==> src/rtl/unified_mem_arbiter_if.sv <==
// Bus bundle between the core's fetch/data ports, the unified memory and the
// pipeline stall lines. slave = arbiter side, master = core/memory side.
interface unified_mem_arbiter_if #(
  parameter int ADDR_W = 32,
  parameter int DATA_W = 32
) ();
  logic              if_req;
  logic [ADDR_W-1:0] if_addr;
  logic [DATA_W-1:0] if_rdata;
  logic              if_ready;

  logic              d_req;
  logic              d_we;
  logic [ADDR_W-1:0] d_addr;
  logic [DATA_W-1:0] d_wdata;
  logic [DATA_W-1:0] d_rdata;
  logic              d_ready;

  logic              mem_en;
  logic              mem_we;
  logic [ADDR_W-1:0] mem_addr;
  logic [DATA_W-1:0] mem_wdata;
  logic [DATA_W-1:0] mem_rdata;

  logic              stall_f;
  logic              stall_m;

  modport slave (
    input  if_req, if_addr, d_req, d_we, d_addr, d_wdata, mem_rdata,
    output if_rdata, if_ready, d_rdata, d_ready,
           mem_en, mem_we, mem_addr, mem_wdata, stall_f, stall_m
  );

  modport master (
    output if_req, if_addr, d_req, d_we, d_addr, d_wdata, mem_rdata,
    input  if_rdata, if_ready, d_rdata, d_ready,
           mem_en, mem_we, mem_addr, mem_wdata, stall_f, stall_m
  );
endinterface

==> src/rtl/unified_mem_arbiter.sv <==
// Serialises IF-stage fetches and MEM-stage loads/stores onto one fixed-latency
// memory port; data has priority, with a fetch anti-starvation counter.
module unified_mem_arbiter #(
  parameter int ADDR_W     = 32,
  parameter int DATA_W     = 32,
  parameter int MEM_LAT    = 2,
  parameter int STARVE_MAX = 3
) (
  input  logic                  clk,
  input  logic                  rst,
  unified_mem_arbiter_if.slave  bus
);

  localparam int SW = (STARVE_MAX > 0) ? $clog2(STARVE_MAX + 1) : 1;
  localparam int LW = $clog2(MEM_LAT + 1);

  typedef logic [ADDR_W-1:0] addr_t;
  typedef logic [DATA_W-1:0] data_t;

  typedef enum logic [1:0] {IDLE, ISSUE, WAIT, RESP} state_t;

  state_t        state, stateNext;
  logic [SW-1:0] starveCnt;
  logic [LW-1:0] latCnt;
  logic          grantData;

  logic          anyReq;
  logic          starved;
  logic          pickData;
  logic          lastBeat;
  addr_t         nextAddr;
  data_t         nextWdata;

  always_ff @(posedge clk or posedge rst) begin
    if (rst) state <= IDLE;
    else     state <= stateNext;
  end

  always_comb begin
    anyReq    = bus.if_req | bus.d_req;
    starved   = (STARVE_MAX != 0) && (starveCnt == SW'(STARVE_MAX));
    // data wins a tie unless fetch has lost STARVE_MAX times in a row
    pickData  = bus.d_req && !(bus.if_req && starved);
    lastBeat  = (latCnt == LW'(1));
    nextAddr  = pickData ? bus.d_addr : bus.if_addr;
    nextWdata = pickData ? bus.d_wdata : '0;
    stateNext = state;
    case (state)
      IDLE:    if (anyReq)   stateNext = ISSUE;
      ISSUE:                 stateNext = WAIT;
      WAIT:    if (lastBeat) stateNext = RESP;
      RESP:                  stateNext = IDLE;
      default:               stateNext = IDLE;
    endcase
  end

  always_ff @(posedge clk or posedge rst) begin
    if (rst) begin
      starveCnt     <= '0;
      latCnt        <= '0;
      grantData     <= 1'b0;
      bus.mem_en    <= 1'b0;
      bus.mem_we    <= 1'b0;
      bus.mem_addr  <= '0;
      bus.mem_wdata <= '0;
      bus.if_rdata  <= '0;
      bus.d_rdata   <= '0;
      bus.if_ready  <= 1'b0;
      bus.d_ready   <= 1'b0;
    end else begin
      bus.mem_en   <= 1'b0;
      bus.if_ready <= 1'b0;
      bus.d_ready  <= 1'b0;
      case (state)
        IDLE: begin
          if (anyReq) begin
            grantData     <= pickData;
            bus.mem_en    <= 1'b1;
            bus.mem_we    <= pickData & bus.d_we;
            bus.mem_addr  <= nextAddr;
            bus.mem_wdata <= nextWdata;
            if (!pickData)
              starveCnt <= '0;
            else if (bus.if_req && (starveCnt != SW'(STARVE_MAX)))
              starveCnt <= starveCnt + SW'(1);
          end
        end
        ISSUE: latCnt <= LW'(MEM_LAT);
        WAIT: begin
          latCnt <= latCnt - LW'(1);
          // capture on the edge where mem_rdata is valid; ready shows in RESP
          if (lastBeat) begin
            if (grantData) begin
              bus.d_ready <= 1'b1;
              if (!bus.mem_we) bus.d_rdata <= bus.mem_rdata;
            end else begin
              bus.if_ready <= 1'b1;
              bus.if_rdata <= bus.mem_rdata;
            end
          end
        end
        default: ;
      endcase
    end
  end

  assign bus.stall_f = bus.if_req & ~bus.if_ready;
  assign bus.stall_m = bus.d_req  & ~bus.d_ready;

endmodule

==> src/flat_wrapper.sv <==
// flat-port wrapper written by rule: the top's interface ports become plain ports
module unified_mem_arbiter_flat 
#(
  parameter int ADDR_W     = 32,
  parameter int DATA_W     = 32,
  parameter int MEM_LAT    = 2,
  parameter int STARVE_MAX = 3
)
  (clk, rst, bus_if_req, bus_if_addr, bus_d_req, bus_d_we, bus_d_addr, bus_d_wdata, bus_mem_rdata, bus_if_rdata, bus_if_ready, bus_d_rdata, bus_d_ready, bus_mem_en, bus_mem_we, bus_mem_addr, bus_mem_wdata, bus_stall_f, bus_stall_m);
  unified_mem_arbiter_if #(.ADDR_W(ADDR_W), .DATA_W(DATA_W)) bus_i ();
  input  logic clk;
  input  logic rst;
  input wire logic [$bits(bus_i.if_req)-1:0] bus_if_req;
  input wire logic [$bits(bus_i.if_addr)-1:0] bus_if_addr;
  input wire logic [$bits(bus_i.d_req)-1:0] bus_d_req;
  input wire logic [$bits(bus_i.d_we)-1:0] bus_d_we;
  input wire logic [$bits(bus_i.d_addr)-1:0] bus_d_addr;
  input wire logic [$bits(bus_i.d_wdata)-1:0] bus_d_wdata;
  input wire logic [$bits(bus_i.mem_rdata)-1:0] bus_mem_rdata;
  output wire logic [$bits(bus_i.if_rdata)-1:0] bus_if_rdata;
  output wire logic [$bits(bus_i.if_ready)-1:0] bus_if_ready;
  output wire logic [$bits(bus_i.d_rdata)-1:0] bus_d_rdata;
  output wire logic [$bits(bus_i.d_ready)-1:0] bus_d_ready;
  output wire logic [$bits(bus_i.mem_en)-1:0] bus_mem_en;
  output wire logic [$bits(bus_i.mem_we)-1:0] bus_mem_we;
  output wire logic [$bits(bus_i.mem_addr)-1:0] bus_mem_addr;
  output wire logic [$bits(bus_i.mem_wdata)-1:0] bus_mem_wdata;
  output wire logic [$bits(bus_i.stall_f)-1:0] bus_stall_f;
  output wire logic [$bits(bus_i.stall_m)-1:0] bus_stall_m;
  assign bus_i.if_req = bus_if_req;
  assign bus_i.if_addr = bus_if_addr;
  assign bus_i.d_req = bus_d_req;
  assign bus_i.d_we = bus_d_we;
  assign bus_i.d_addr = bus_d_addr;
  assign bus_i.d_wdata = bus_d_wdata;
  assign bus_i.mem_rdata = bus_mem_rdata;
  assign bus_if_rdata = bus_i.if_rdata;
  assign bus_if_ready = bus_i.if_ready;
  assign bus_d_rdata = bus_i.d_rdata;
  assign bus_d_ready = bus_i.d_ready;
  assign bus_mem_en = bus_i.mem_en;
  assign bus_mem_we = bus_i.mem_we;
  assign bus_mem_addr = bus_i.mem_addr;
  assign bus_mem_wdata = bus_i.mem_wdata;
  assign bus_stall_f = bus_i.stall_f;
  assign bus_stall_m = bus_i.stall_m;
  unified_mem_arbiter #(.ADDR_W(ADDR_W), .DATA_W(DATA_W), .MEM_LAT(MEM_LAT), .STARVE_MAX(STARVE_MAX)) u_core (.clk(clk), .rst(rst), .bus(bus_i));
endmodule
==> config.mk <==
export PLATFORM = sky130hd
export DESIGN_NAME = unified_mem_arbiter_flat
export DESIGN_NICKNAME = d
export VERILOG_FILES = /design/src/rtl/unified_mem_arbiter_if.sv /design/src/rtl/unified_mem_arbiter.sv /design/src/flat_wrapper.sv
export SDC_FILE = /design/constraint.sdc
export NUM_CORES = 1
export LEC_CHECK = 0
export BUFFER_PORTS_ARGS = -buffer_cell sky130_fd_sc_hd__buf_2
export CORE_MARGIN = 2
export CORE_UTILIZATION = 46
export CTS_CLUSTER_SIZE = 10
export DETAILED_ROUTE_END_ITERATION = 7
export PLACE_DENSITY_LB_ADDON = 0.12
export SETUP_SLACK_MARGIN = 0.1
export SLEW_MARGIN = 20
export SYNTH_ARGS = -nofsm -noshare
export SYNTH_HDL_FRONTEND = slang
export SYNTH_SLANG_ARGS = --single-unit
==> constraint.sdc <==
create_clock -name clk -period 6 [get_ports clk]
set_input_delay 0.9 -clock clk [delete_from_list [all_inputs] [get_ports clk]]
set_output_delay 0.9 -clock clk [all_outputs]
set_load 0.02 [all_outputs]
==> flow_summary_export.csv, run 1 <==
group,metric,value,unit
placed_design,dp_cells,818,
route,wl_per_cell,16.3,microns
timing,worst_pin_slew,0.929,ns
logic_synthesis,syn_inst,427,
pwr,p_clk_share,24.2,%
critical_path,timing.rr.start,"u_core.state[0]",
critical_path,cp-endpoint,"u_core.bus.mem_addr[11]",
pwr,ir_drop,0.277,mV
die,die_w,115,microns
critical_path,cp-start-kind,"input pin",
timing,hold_viol_final,0,
logic_synthesis,synth-seq-area-share,61.7,%
pwr,p_int,0.00276,W
critical_path,critPathCaptureType,"flip-flop",
die,num_io_pins,267,
timing,tns,0,ns
clocking,post_cts_resize_count,0,
route,routed_wl,13.9,mm
logic_synthesis,avgSynthCellArea,13.2,sq um
critical_path,cp.required,6.29,ns
logic_synthesis,netlist_area,5640,sq um
clocking,clk_pin_slew_worst_paths,0.06,ns
timing,slew_headroom,38.0,%
clocking,cts-root-buf,"clkbuf_16",
die,die_area,13200,sq um
placed_design,place_ws,2.84,ns
hold_path,worst_hold_startpoint,"u_core.bus.d_rdata[2]",
critical_path,arrival,3.01,ns
clocking,cts_sinks,139,
logic_synthesis,synth_area_leader_cell,"dfrtp_1",
finish,nFillCells,982,
die,core,12000,sq um
grt,grt_overflow,0,
clocking,cts_htree_levels,4,
pwr,power_density,591,nW/um^2
critical_path,cp-startpoint,"bus_if_req",
critical_path,reg2reg_to,"u_core.bus.mem_addr[11]",
route,drc_errors,0,
critical_path,ff2ff_setup_slack,3.60,ns
pwr,switching_share,38.8,%
die,num_rows,40,
clocking,clk_latency,0.41,ns
grt,grtUsageTotal,20.9,%
clocking,ctsHoldBuffers,0,
finish,seq_area,3480,sq um
route,num_vias,4319,
logic_synthesis,synthDominantCellAreaShare,61.7,%
finish,area_delta_synth_final,35.2,%
die,die_h,115,microns
logic_synthesis,synth_fp_nets,565,
finish,multi_input_area,1940,sq um
finish,drive_gt1_share,48.9,%
clocking,numCtsBuffers,17,
logic_synthesis,post_synth_num_cell_types,30,
placed_design,port_buffers,266,
route,drtIter0Drc,201,
timing,period_minus_slack,2.72,ns
grt,antenna_found_initial,0,
flow_run,max_cap_viol_count,0,
logic_synthesis,ys_ff_latch,139,
finish,postLayoutCoreUtil,63.5,%
route,drt-pass1-iter-count,4,
placed_design,dp_hpwl,9.93,mm
pwr,p_sw,0.00175,W
critical_path,critPathMaxFanout,35,
logic_synthesis,yosys-top-cells-area,"dfrtp_1 62%, mux2_1 12%, a22o_1 5.1%",
pwr,combPwrFrac,39.9,%
pwr,leakage,3.81,nW
finish,antenna_cells,0,
timing,final.period_utilization,45.4,%
timing,rsz0062_at_grt,"false",
timing,setup_ws,3.28,ns
hold_path,hp-class,"reg2reg",
timing,fmax,0.367,GHz
route,ant_nets,0,
finish,fin_cells,850,
timing,setup_violations,0,
clocking,cts_tree,"yes",
logic_synthesis,ys_warn_count,0,
clocking,postCtsSetupBuffers,0,
finish,layout.nets,828,
route,viasPerCell,5.08,
critical_path,setup.worst_path.class,"in2reg",
placed_design,gp_congestion,0.798,
die,start_util,47.0,%
pwr,p_seq_share,35.9,%
clocking,clockBufferDepth,2,
timing,finalMaxSlewViolations,0,
grt,grt_pass1_wl,21.1,mm
grt,grt_pass1_vias,4349,
grt,grt_max_degree,78,
timing,finClkSkew,0.00874,ns
critical_path,r2r_cells,7,
run_status,outcome,"finished, final reports clean",
registers in the layout, indices dropped and copies added, names as in the netlist:
| name | count |
|---|---|
| u_core.bus.d_rdata | 32 |
| u_core.bus.if_rdata | 32 |
| u_core.bus.mem_addr | 32 |
| u_core.bus.mem_wdata | 32 |
| u_core.latCnt | 2 |
| u_core.starveCnt | 2 |
| u_core.state | 2 |
| u_core.bus.d_ready | 1 |
| u_core.bus.if_ready | 1 |
| u_core.bus.mem_en | 1 |
| u_core.bus.mem_we | 1 |
| u_core.grantData | 1 |
cell usage after synthesis:
| cell | instances |
|---|---|
| a21bo_2 | 1 |
| a21boi_4 | 1 |
| a21o_1 | 1 |
| a21oi_1 | 33 |
| a21oi_2 | 32 |
| a22o_1 | 33 |
| and2_1 | 1 |
| and3_1 | 1 |
| and3b_1 | 1 |
| buf_12 | 2 |
| buf_2 | 12 |
| buf_4 | 1 |
| buf_6 | 6 |
| buf_8 | 1 |
| clkbuf_1 | 5 |
| dfrtp_1 | 139 |
| ha_1 | 5 |
| inv_1 | 5 |
| inv_2 | 1 |
| mux2_1 | 61 |
| mux2_2 | 4 |
| mux2i_1 | 1 |
| nand2_1 | 36 |
| nand3b_1 | 1 |
| nand4b_1 | 2 |
| nor2_1 | 33 |
| nor2b_1 | 3 |
| o21ai_0 | 2 |
| o21ai_1 | 1 |
| o22a_1 | 2 |
critical path: stages:
cell and delay, ns:
buf_2 0.16, o21ai_4 0.70, buf_4 0.59, inv_2 0.38, nor2_1 0.19, a21oi_1 0.06
cell families after synthesis:
group                    count (synthesis)  synth area share [%]
flip-flops                             139                  61.7
AO/OA/AOI/OAI                          106                  14.2
adder cells (fa/ha/maj)                  5                  1.11
AND/OR/NAND/NOR                         78                  5.74
buffers and inverters                   33                  4.10
multiplexers                            66                  13.2
layout make-up:
class | instances | share of cell area, %
flip-flops and latches | 139 | 45.6
multi-input cells | 255 | 25.5
repair buffers | 271 | 17.9
clock buffers | 18 | 5.63
clock inverters | 14 | 2.54
well taps | 147 | 2.41
inverters | 6 | 0.361
metrics by stage:
stage / power [W] / area [sq um] / hold WS [ns]
final: 0.00451 / 7630 / 0.481
after detailed placement: 0.00345 / 7000 / 0.475
after floorplan: 0.00283 / 5640 / 0.452
after global routing: 0.00477 / 7630 / 0.492
after CTS: 0.00456 / 7620 / 0.489
after global placement: 0.00338 / 7000 / 0.468
power groups by stage:
stage          Clock (W)  Sequential, W  Combinational, W
2_1_floorplan          0        0.00214          0.000688
3_3_place_gp           0        0.00161           0.00177
3_5_place_dp           0        0.00162           0.00182
4_1_cts          0.00111        0.00162           0.00182
5_1_grt          0.00116        0.00167           0.00194
6_report         0.00109        0.00162           0.00180
how the worst min path moves through the flow:
stage	endpoint	slack, ns	depth (start not counted)
floorplan	u_core.starveCnt[1]	0.45	2
global placement	u_core.starveCnt[1]	0.47	2
detailed placement	u_core.bus.if_rdata[8]	0.48	1
CTS	u_core.bus.if_rdata[8]	0.49	1
global route	u_core.bus.if_rdata[20]	0.49	1
finish	u_core.bus.d_rdata[2]	0.48	1
placed cells by master, fill, tap and decap left out:
cell,synthesis,layout
and3b_1,1,1
clkinv_4,0,3
clkbuf_16,0,17
buf_4,1,5
clkbuf_1,5,1
buf_2,12,266
o21ai_4,0,1
inv_6,0,3
nor2b_1,3,3
mux2_2,4,4
a21o_1,1,1
a21bo_2,1,1
dfrtp_1,139,139
mux2_1,61,61
and3_1,1,1
a21oi_2,32,32
nand4b_1,2,2
mux2i_1,1,1
inv_2,1,1
and2_2,0,1
ha_1,5,5
nand2_1,36,36
nor2_1,33,33
clkinv_2,0,3
a22o_1,33,33
o21ai_0,2,2
clkinvlp_4,0,2
a21oi_1,33,33
o22a_1,2,2
nand3b_1,1,1
a21boi_4,1,1
bufinv_16,0,4
inv_1,5,4
routing by layer:
layer  up-vias  routed length [microns]  GRT usage [%]
met5         -                        0              0
met4         0                      272           7.07
met3        21                     1140           7.49
met2       204                     6750           34.7
met1      2074                     5690           25.6
li1       2020                        -              -
(Power assumes the default switching activity.)
==> inputs of run 2 (changes only) <==
clock period = 2.58 ns   (was 6 ns; I/O delays follow)
==> flow_summary_export.csv, run 2 (synthesized netlist as in run 1, its figures left out) <==
group,metric,value,unit
critical_path,crit_path_cell_trace,"inv_1 > ha_1 > o21ai_4 > buf_4 > a21oi_1 > a21oi_2",
die,die_area,13200,sq um
critical_path,cp_num_buf_inv,2,
route,num_vias,4330,
timing,finClkSkew,0.0157,ns
timing,tns,0,ns
clocking,postCtsSetupBuffers,0,
finish,mostFrequentLayoutCell,"buf_2",
route,drt-pass1-iter-count,4,
timing,worst_pin_slew,0.871,ns
critical_path,cp.required,2.91,ns
pwr,leakage,3.79,nW
route,wl_per_cell,16.1,microns
grt,grtUsageTotal,21.0,%
clocking,cts-root-buf,"clkbuf_16",
route,drc_errors,0,
grt,grt_pass1_vias,4384,
clocking,ctsHoldBuffers,0,
timing,fin_hold_ws,0.175,ns
timing,setup_violations,0,
die,start_util,47.0,%
critical_path,cp-start-kind,"flip-flop",
finish,antenna_cells,0,
clocking,cts_htree_levels,4,
route,viasPerCell,5.08,
timing,period_minus_slack,1.89,ns
placed_design,port_buffers,266,
placed_design,gp_congestion,0.798,
timing,rsz0062_at_grt,"false",
critical_path,slowest_delay,0.67,ns
finish,drive_gt1_share,49.0,%
grt,grt_max_degree,140,
timing,hold_viol_final,0,
clocking,numCtsBuffers,17,
pwr,p_seq_share,36.7,%
critical_path,crit_slowest_cell,"buf_4",
critical_path,critPathTopFamily,"buffers and inverters",
die,num_io_pins,267,
critical_path,critPathMaxFanout,66,
clocking,clk_pin_slew_worst_paths,0.06,ns
critical_path,critPathCaptureType,"flip-flop",
finish,area_delta_synth_final,34.7,%
grt,grt_overflow,0,
route,drtIter0Drc,200,
critical_path,arrival,2.23,ns
flow_run,max_cap_viol_count,0,
timing,slew_headroom,42.0,%
timing,final.period_utilization,73.4,%
finish,nFillCells,1003,
clocking,cts_sinks,139,
pwr,combPwrFrac,41.0,%
pwr,switching_share,39.8,%
clocking,post_cts_resize_count,0,
finish,layout_common_cells,"266 x buf_2, 139 x dfrtp_1, 61 x mux2_1",
clocking,clk_latency,0.41,ns
route,routed_wl,13.7,mm
pwr,ir_drop,0.654,mV
finish,seq_area,3480,sq um
timing,finalMaxSlewViolations,0,
placed_design,dp_hpwl,9.65,mm
clocking,cts_tree,"yes",
timing,fmax,0.528,GHz
die,die_w,115,microns
die,num_rows,40,
pwr,p_int,0.00614,W
grt,grt_pass1_wl,21.5,mm
pwr,power_density,1340,nW/um^2
clocking,clockBufferDepth,2,
run_status,outcome,"finished, final reports clean",
grt,antenna_found_initial,0,
route,ant_nets,0,
hold_path,hp-class,"in2async",
critical_path,setup.worst_path.class,"reg2reg",
finish,layout.nets,831,
pwr,p_clk_share,22.2,%
die,core,12000,sq um
die,die_h,115,microns
finish,multi_input_area,1940,sq um
pwr,p_sw,0.00406,W
run 2: cell count changes in the layout (fill, tap and decap cells not counted), sizes merged:
cell,previous run,this run
bufinv,4,0
buf,271,274
clkinvlp,2,6
clkbuf,18,22
clkinv,6,1
inv,8,9
run 2: worst paths after layout:
path | depth (start not counted) | to | slack (ns) | start
setup reg to reg | 6 | u_core.bus.mem_addr[9] | 0.69 | u_core.state[0]
setup / recovery | 6 | u_core.bus.mem_addr[9] | 0.69 | u_core.state[0]
hold / removal | 3 | u_core.bus.if_rdata[15] | 0.17 | rst
hold reg to reg | 1 | u_core.bus.d_rdata[10] | 0.48 | u_core.bus.d_rdata[10]
min in group clk | 2 | u_core.bus.mem_wdata[14] | 0.19 | bus_d_wdata[14]
max in group asynchronous | 3 | u_core.bus.mem_addr[10] | 1.82 | rst
run 2: area by class of cell:
| cell class | count | share of cell area (%) |
|---|---|---|
| clock buffer | 22 | 6.37 |
| clock inverter | 10 | 1.07 |
| inverter | 6 | 0.346 |
| multi-input combinational | 255 | 25.6 |
| sequential | 139 | 45.8 |
| tap | 147 | 2.42 |
| timing repair buffer | 274 | 18.5 |
run 2: metrics by stage:
step                      cell area (sq um)  std cells  power [W]  util, %  setup WS [ns]
after floorplan                        5650        427    0.00658        -          0.458
final                                  7600        853     0.0102     63.3          0.687
after detailed placement               7040        821    0.00802     58.6          0.735
after global routing                   7600        853     0.0109     63.3          0.561
after CTS                              7600        853     0.0103     63.3          0.688
after global placement                 7040        821    0.00788     58.6          0.792
run 2: worst register-to-register path, delay by kind of cell (launching register included):
kind / cells / cell delay, ns
adder cells (fa/ha/maj): 1 / 0.29
flip-flops: 1 / 0.35
buffers and inverters: 2 / 0.73
AO/OA/AOI/OAI: 3 / 0.46
run 2: power by group through the flow:
stage / logic (W) / registers [W] / clock network, W
2_1_floorplan: 0.00160 / 0.00498 / 0
3_3_place_gp: 0.00414 / 0.00374 / 0
3_5_place_dp: 0.00424 / 0.00377 / 0
4_1_cts: 0.00424 / 0.00376 / 0.00231
5_1_grt: 0.00455 / 0.00388 / 0.00242
6_report: 0.00419 / 0.00375 / 0.00227
run 2: layer usage:
layer  up-vias  GRT usage (%)  wire length (microns)
met1      2125           25.9                   5620
met4         0           5.06                    107
met3         8           6.96                    973
li1       2029              -                      -
met5         -              0                      0
met2       168           35.9                   7040
